[config.mk]
export PLATFORM = sky130hd
export DESIGN_NAME = conv_result_requantizer
export DESIGN_NICKNAME = d
export VERILOG_FILES = /design/src/rtl/conv_result_requantizer_pkg.sv /design/src/rtl/rq_sync_fifo.sv /design/src/rtl/conv_result_requantizer.sv
export SDC_FILE = /design/constraint.sdc
export NUM_CORES = 1
export LEC_CHECK = 0
export CAP_MARGIN = 10
export CELL_PAD_IN_SITES_DETAIL_PLACEMENT = 1
export CELL_PAD_IN_SITES_GLOBAL_PLACEMENT = 1
export CORE_MARGIN = 2
export CORE_UTILIZATION = 53
export DETAILED_ROUTE_END_ITERATION = 7
export DONT_BUFFER_PORTS = 1
export PLACE_DENSITY = 0.81
export SETUP_SLACK_MARGIN = 0.2
export SLEW_MARGIN = 10
export SYNTH_ARGS = -nofsm -noshare
export SYNTH_HDL_FRONTEND = slang
export SYNTH_SLANG_ARGS = --single-unit
[constraint.sdc]
create_clock -name clk -period 4.1 [get_ports clk]
set_clock_uncertainty 0.05 [all_clocks]
set_input_delay 0.82 -clock clk [delete_from_list [all_inputs] [get_ports clk]]
set_output_delay 0.82 -clock clk [all_outputs]
set_load 0.02 [all_outputs]
[src/rtl/conv_result_requantizer_pkg.sv]
// Shared settings for the convolution datapath: sample widths and requantizer constants.
// The optional saturation counter in the requantizer is enabled by CONV_RQ_SAT_COUNT_EN.
package conv_result_requantizer_pkg;

    localparam int DATA_SIZE  = 16;
    localparam int EXTRA_BITS = 4;
    localparam int FULL_SIZE  = 2*DATA_SIZE + EXTRA_BITS;

    function automatic int clog2(input int value);
        int result;
        result = 0;
        for (int i = 0; i < 31; i++) begin
            if ((1 << i) < value) result = i + 1;
        end
        return result;
    endfunction

    localparam int RQ_SHIFT          = DATA_SIZE - 1;
    localparam int RQ_FIFO_DEPTH     = 8;
    localparam int RQ_FIFO_ADDR_SIZE = clog2(RQ_FIFO_DEPTH);
    localparam int RQ_WORD_SIZE      = DATA_SIZE + 1;

endpackage

[src/rtl/rq_sync_fifo.sv]
// Generic first-word-fall-through synchronous FIFO; a push into a full FIFO is
// accepted only when a pop happens on the same edge.
module rq_sync_fifo
    import conv_result_requantizer_pkg::*;
#(
    parameter int WIDTH = RQ_WORD_SIZE,
    parameter int DEPTH = RQ_FIFO_DEPTH
) (
    input  logic                      i_clk,
    input  logic                      i_rst_n,
    input  logic                      i_push,
    input  logic [WIDTH-1:0]          i_wdata,
    input  logic                      i_pop,
    output logic [WIDTH-1:0]          o_rdata,
    output logic                      o_full,
    output logic                      o_empty,
    output logic [clog2(DEPTH):0]     o_level
);

    localparam int AW = clog2(DEPTH);

    logic [WIDTH-1:0] r_mem [DEPTH];
    logic [AW-1:0]    r_wr_ptr;
    logic [AW-1:0]    r_rd_ptr;
    logic [AW:0]      r_level;
    logic             w_push;
    logic             w_pop;

    assign o_empty = (r_level == '0);
    assign o_full  = (r_level == (AW+1)'(DEPTH));
    assign o_level = r_level;
    assign w_pop   = i_pop & ~o_empty;
    assign w_push  = i_push & (~o_full | w_pop);
    assign o_rdata = o_empty ? '0 : r_mem[r_rd_ptr];

    always_ff @(posedge i_clk) begin
        if (!i_rst_n) begin
            r_wr_ptr <= '0;
            r_rd_ptr <= '0;
            r_level  <= '0;
        end else begin
            if (w_push) r_wr_ptr <= r_wr_ptr + AW'(1);
            if (w_pop)  r_rd_ptr <= r_rd_ptr + AW'(1);
            case ({w_push, w_pop})
                2'b10:   r_level <= r_level + (AW+1)'(1);
                2'b01:   r_level <= r_level - (AW+1)'(1);
                default: r_level <= r_level;
            endcase
        end
    end

    // When full with a simultaneous pop, the write lands in the slot being vacated.
    always_ff @(posedge i_clk) begin
        if (w_push) r_mem[r_wr_ptr] <= i_wdata;
    end

endmodule

[src/rtl/conv_result_requantizer.sv]
// Requantizes full-precision conv results (round-half-up shift + saturation) into a FWFT FIFO.
// Define CONV_RQ_SAT_COUNT_EN to add the saturating sat_count output.
module conv_result_requantizer #(
    parameter int DATA_SIZE  = conv_result_requantizer_pkg::DATA_SIZE,
    parameter int FULL_SIZE  = conv_result_requantizer_pkg::FULL_SIZE,
    parameter int RQ_SHIFT   = conv_result_requantizer_pkg::RQ_SHIFT,
    parameter int FIFO_DEPTH = conv_result_requantizer_pkg::RQ_FIFO_DEPTH
) (
    input  logic                                            clk,
    input  logic                                            reset_n,
    input  logic [FULL_SIZE-1:0]                            in_data,
    input  logic                                            in_valid,
    output logic [DATA_SIZE-1:0]                            out_data,
    output logic                                            out_sat,
    output logic                                            out_valid,
    input  logic                                            out_ready,
    output logic [conv_result_requantizer_pkg::clog2(FIFO_DEPTH):0] fifo_level,
    output logic                                            overflow
`ifdef CONV_RQ_SAT_COUNT_EN
    ,
    output logic [15:0]                                     sat_count
`endif
);

    import conv_result_requantizer_pkg::*;

    localparam int WORD_W = DATA_SIZE + 1;
    localparam int RND_SH = (RQ_SHIFT > 0) ? RQ_SHIFT - 1 : 0;
    localparam logic signed [FULL_SIZE:0] RND =
        (RQ_SHIFT > 0) ? ((FULL_SIZE+1)'(1) << RND_SH) : '0;
    localparam logic signed [FULL_SIZE:0] SAT_HI = (FULL_SIZE+1)'((2**(DATA_SIZE-1)) - 1);
    localparam logic signed [FULL_SIZE:0] SAT_LO = -((FULL_SIZE+1)'(2**(DATA_SIZE-1)));

    logic [1:0]                  r_vld_pipe;
    logic signed [FULL_SIZE:0]   w_ext;
    logic signed [FULL_SIZE:0]   w_rnd;
    logic signed [FULL_SIZE:0]   r_s1;
    logic [DATA_SIZE-1:0]        w_s2_data;
    logic                        w_s2_sat;
    logic [DATA_SIZE-1:0]        r_s2_data;
    logic                        r_s2_sat;
    logic [WORD_W-1:0]           w_rdata;
    logic                        w_full;
    logic                        w_empty;
    logic                        w_pop;
    logic                        w_drop;
    logic                        r_overflow;

    // One extra bit so the rounding add cannot wrap at the positive extreme.
    assign w_ext = $signed({in_data[FULL_SIZE-1], in_data});
    assign w_rnd = w_ext + RND;

    always_comb begin
        w_s2_sat  = 1'b0;
        w_s2_data = r_s1[DATA_SIZE-1:0];
        if (r_s1 > SAT_HI) begin
            w_s2_sat  = 1'b1;
            w_s2_data = {1'b0, {(DATA_SIZE-1){1'b1}}};
        end else if (r_s1 < SAT_LO) begin
            w_s2_sat  = 1'b1;
            w_s2_data = {1'b1, {(DATA_SIZE-1){1'b0}}};
        end
    end

    always_ff @(posedge clk) begin
        if (!reset_n) begin
            r_vld_pipe <= '0;
        end else begin
            r_vld_pipe <= {r_vld_pipe[0], in_valid};
        end
    end

    always_ff @(posedge clk) begin
        r_s1      <= w_rnd >>> RQ_SHIFT;
        r_s2_data <= w_s2_data;
        r_s2_sat  <= w_s2_sat;
    end

    rq_sync_fifo #(
        .WIDTH (WORD_W),
        .DEPTH (FIFO_DEPTH)
    ) u_fifo (
        .i_clk   (clk),
        .i_rst_n (reset_n),
        .i_push  (r_vld_pipe[1]),
        .i_wdata ({r_s2_sat, r_s2_data}),
        .i_pop   (w_pop),
        .o_rdata (w_rdata),
        .o_full  (w_full),
        .o_empty (w_empty),
        .o_level (fifo_level)
    );

    assign w_pop     = ~w_empty & out_ready;
    assign w_drop    = r_vld_pipe[1] & w_full & ~w_pop;
    assign out_valid = ~w_empty;
    assign out_data  = w_rdata[DATA_SIZE-1:0];
    assign out_sat   = w_rdata[DATA_SIZE];
    assign overflow  = r_overflow;

    always_ff @(posedge clk) begin
        if (!reset_n) begin
            r_overflow <= 1'b0;
        end else if (w_drop) begin
            r_overflow <= 1'b1;
        end
    end

`ifdef CONV_RQ_SAT_COUNT_EN
    logic [15:0] r_sat_count;

    always_ff @(posedge clk) begin
        if (!reset_n) begin
            r_sat_count <= '0;
        end else if (r_vld_pipe[1] && !w_drop && r_s2_sat && (r_sat_count != 16'hFFFF)) begin
            r_sat_count <= r_sat_count + 16'd1;
        end
    end

    assign sat_count = r_sat_count;
`endif

endmodule

# Yosys cells after proc, flatten, opt, wreduce, memory -nomap -nowiden
# Memories as Yosys holds them, arrays and structs flattened. A register that Yosys moved wholly into a read port is not among the register bits.
# Index checks and enable logic that the tools add are counted.
# op_classes
addsub	5
n_lt_le_gt_ge	2
n_eq_ne	3
mux	8
n_bitwise	9
reduce_logical	2
# ops
operator	n
adder 36 x 16 -> 37 bit (second input constant)	1
> comparator 22 x 16 -> 1 bit (second input constant)	1
less-than comparator 22 x 16 -> 1 bit (second input constant)	1
2-to-1 mux 17 bit	1
2-to-1 mux 16 bit	1
case mux 4 bit (2 select lines)	1
adder 3 x 1 -> 3 bit (second input constant)	2
2-to-1 mux 3 bit	2
bitwise AND 1 bit	5
adder 4 x 1 -> 4 bit (second input constant)	1
equality test 4 bit (second input constant)	1
zero test 4 bit	1
subtractor 4 x 1 -> 4 bit (second input constant)	1
2-to-1 mux 1 bit	3
NOT 1 bit	3
equality test 2 x 1 -> 1 bit (second input constant)	1
equality test 2 bit (second input constant)	1
nonzero test 2 bit	1
OR 1 bit	1
# totals
register_bits	52
ramBits	136
input_bits	40
wordCells	38
memories	1
# memory_table
name	words	word_bits	read_ports	rd_ports_with_merged_regs	wr	line	rtl
u_fifo.r_mem	8	17	1	1	1	rq_sync_fifo.sv:22	logic [WIDTH-1:0] r_mem [DEPTH];

# Longest topological paths before layout
# logic_depth
word_depth	8
depth_mapped	12
mapped_depth_nobuf	10

# Modules after synthesis
# Synthesis repeated with hierarchy kept, for this count alone.
# hier_totals
hier_cells	463
hier_area_um2	7468.4
# modules_own_cells
module	instances	cells_per_inst	area_each_um2
rq_sync_fifo	1	299	5930.7
conv_result_requantizer	1	164	1537.7

# Least setup slack after synthesis
# Ideal clock, no wire load.
# synth_path
kind	input port to flip-flop
start	input port out_ready
end	memory u_fifo.r_mem[0][0] (netlist bit) (enable)
setup_time_ps	435
t_arrival_ps	2897
path_slack_ps	718
stages	4
path_buffers	1
path_cell_list	buf_4 > nand2b_1 > o21ai_2 > nor4_1
# synth_between
elab_chain_len	6
# synth_lines
item	line	rtl
from (decl)	conv_result_requantizer.sv:16	input logic out_ready,
bitwise AND 1 bit	conv_result_requantizer.sv:94	assign w_pop = ~w_empty & out_ready;
bitwise AND 1 bit	rq_sync_fifo.sv:32	assign w_pop = i_pop & ~o_empty;
OR 1 bit	rq_sync_fifo.sv:33	assign w_push = i_push & (~o_full | w_pop);
bitwise AND 1 bit	rq_sync_fifo.sv:33	
2-to-1 mux 1 bit	rq_sync_fifo.sv:54	if (w_push) r_mem[r_wr_ptr] <= i_wdata;
2-to-1 mux 1 bit (implied by the code)	rq_sync_fifo.sv:54	
to (decl)	rq_sync_fifo.sv:22	
# No other way between the ends.

==> metrics.txt <==
synth cell count leaders edfxtp_1 (136), dfxtp_1 (55), nor2_1 (42), mux4_2 (34), nand2_1 (32); fin util ~60%; Unique masters post-synth 39; Worst Path Required 3230 ps; Initial Utilization ~54%; Cell Rows between 40 and 50; simple-gate share of the synthesized area 8.71%; Buffers on Ports 0; IO Count 63; RSZ-0062 raised after global routing false; Routed Wire Length 14,300 um; Crit Path Category flop to primary output; CTS tree done; Compound-Gate Fraction of Synth Area around 2.5%; Tmin final 3200 ps; first-pass GRT wire length approximately 22,000 um; post-synthesis xor/xnor area fraction between 3 and 4%; status finished clean; setup TNS after final layout 0 ps; clock buffer count from CTS 17; pin count of the biggest net entering global routing 35; share of layout cells above drive strength 1 17.4%; Yosys warning total 0; Sink Count approximately 190; CTS root buf clkbuf_16; DRT antenna net count 0; max cap viols 0; leakage between 2 and 3 nW; gp weighted congestion around 0.74; PD cells 573 nW/um^2; maximum fanout along the worst path 34; hpwl dp around 8600 um; final total power 0.00472 W; Post-synth EDFFs approximately 140; Startpoint Class flop; multiplexer share of the synthesized area between 10% and 20%; final setup violating endpoints 0; FILL cells around 1,300; adder-cell share of the synthesized area 0.678%; worst skew pair latency 410 ps; fraction of registers with async set/reset 0%; Synth area leader edfxtp_1; TritonRoute pass-1 iters 4; First DRT Iteration DRCs 361; vias per cell 5.75; total gr overflow 0; post-synthesis sequential area ratio between 70% and 80%; slew margin rel. ~25%; Core Area between 10,000 and 15,000 sq um; most frequent cell after synthesis edfxtp_1; mapped cell area between 7000 and 8000 sq um; cts hold-fix bufs 0; H-tree depth 4; Horiz. Die Dim around 120 um; ant diodes 0; Syn Inst Count approximately 460; post-CTS sizing 0; all-layer global routing usage about a fifth; worst min-delay path class flop to flop; max frequency 312 MHz; largest family of logic cells by synthesized area multiplexers; CP Data Arrival Time 2330 ps; maximum vdd drop 0.278 mV; vias about 3,800; number of global-route vias before repair approximately 4,100; fin crit share roughly four fifths; DR WL/cell ~22 um; die area between 10,000 and 15,000 sq um; syn_area_per_cell ~16 sq um; critical path endpoint category primary output; fin. max-slew vios 0; DRC Markers 0; worst reg-to-reg setup slack 1380 ps; Mapped Nets around 510; FF+latch count, synth 191; antenna violations before repair 0; Die Ht 122 um; top post-synthesis cells by area edfxtp_1 (55%), dfxtp_1 (15%), mux4_2 (10%), mux2i_1 (2.6%), xnor2_1 (2.4%); CTS max path bufs 2; main flop type after synthesis edfxtp_1; Synth-to-Final Area Change 11.5%; Slew @ Worst Pin roughly 1100 ps; Worst-path clk slew roughly 70 ps; setup bufs post-CTS 0; Yosys top cell area share between 50% and 60%; Final Hold Viols 0; Nets about 510
-- area by class of cell --
cell class | count | area [sq um] | area share, %
timing repair buffer | 7 | 52.6 | 0.639
tap | 180 | 225 | 2.74
multi-input combinational | 245 | 2120 | 25.8
clock buffer | 18 | 429 | 5.22
clock inverter | 14 | 201 | 2.45
inverter | 2 | 10.0 | 0.122
sequential | 191 | 5190 | 63.0
-- path summary, 6_finish.rpt --
check,from,end,cells past startpoint
setup / recovery,flop,out_data[5],4
hold / removal,r_vld_pipe[0]$_SDFF_PN0_,r_vld_pipe[1]$_SDFF_PN0_,1
setup reg to reg,u_fifo.o_level[1]$_SDFFE_PN0P_,u_fifo.r_mem[4][12]$_DFFE_PP_,3
hold reg to reg,r_vld_pipe[0]$_SDFF_PN0_,r_vld_pipe[1]$_SDFF_PN0_,1
-- flip-flops by register name, summed over array words and instances, names as in the netlist, named ones only --
signal	flops
r_s2_sat	1
u_fifo.r_rd_ptr	3
r_s1	22
r_vld_pipe	2
u_fifo.r_wr_ptr	3
u_fifo.o_level	4
r_s2_data	16
u_fifo.r_mem	136
overflow	1
-- power breakdown --
part,internal [W],leakage (nW),switching (W),total [W]
sequential,0.00212,1.66,0.0000784,0.00220
combinational,0.000301,0.652,0.000472,0.000772
clock,0.00103,0.298,0.000716,0.00175
-- cell families (layout without fill, tap and decap cells) --
logic type	after synthesis	count (layout)
flip-flops	191	191
AND/OR/NAND/NOR	131	131
multiplexers	53	53
AO/OA/AOI/OAI	30	30
XOR/XNOR	27	27
buffers and inverters	26	41
adder cells (fa/ha/maj)	4	4
-- stage by stage --
stage               hold slack [ps]  setup slack [ps]  cells  instance area [sq um]
detailed placement              383              1310    625                   7600
floorplan                       362               718    462                   7380
global placement                366              1320    625                   7600
global route                    423               720    657                   8230
CTS                             400               840    657                   8230
finish                          394               898    657                   8230
-- routing by layer --
layer,track usage (%),wire (um)
met1,27.1,5920
met2,34.9,7350
met3,4.35,852
met4,7.04,195
met5,0,0
-- worst max-delay path: stages, from the launching register on --
cell and delay (ps):
dfxtp_2 310, buf_4 520, mux4_2 600, mux2i_1 260
nor2_1 170
-- cells in the final DEF (no fill, tap or decap), drive strengths merged, types with 17 or more instances in the layout --
cell type    n
mux2i       19
nand2       32
clkbuf      18
nor2        43
a21oi       17
dfxtp       55
edfxtp     136
mux4        34
xnor2       20
No activity file was read; power rests on OpenSTA's default activity.
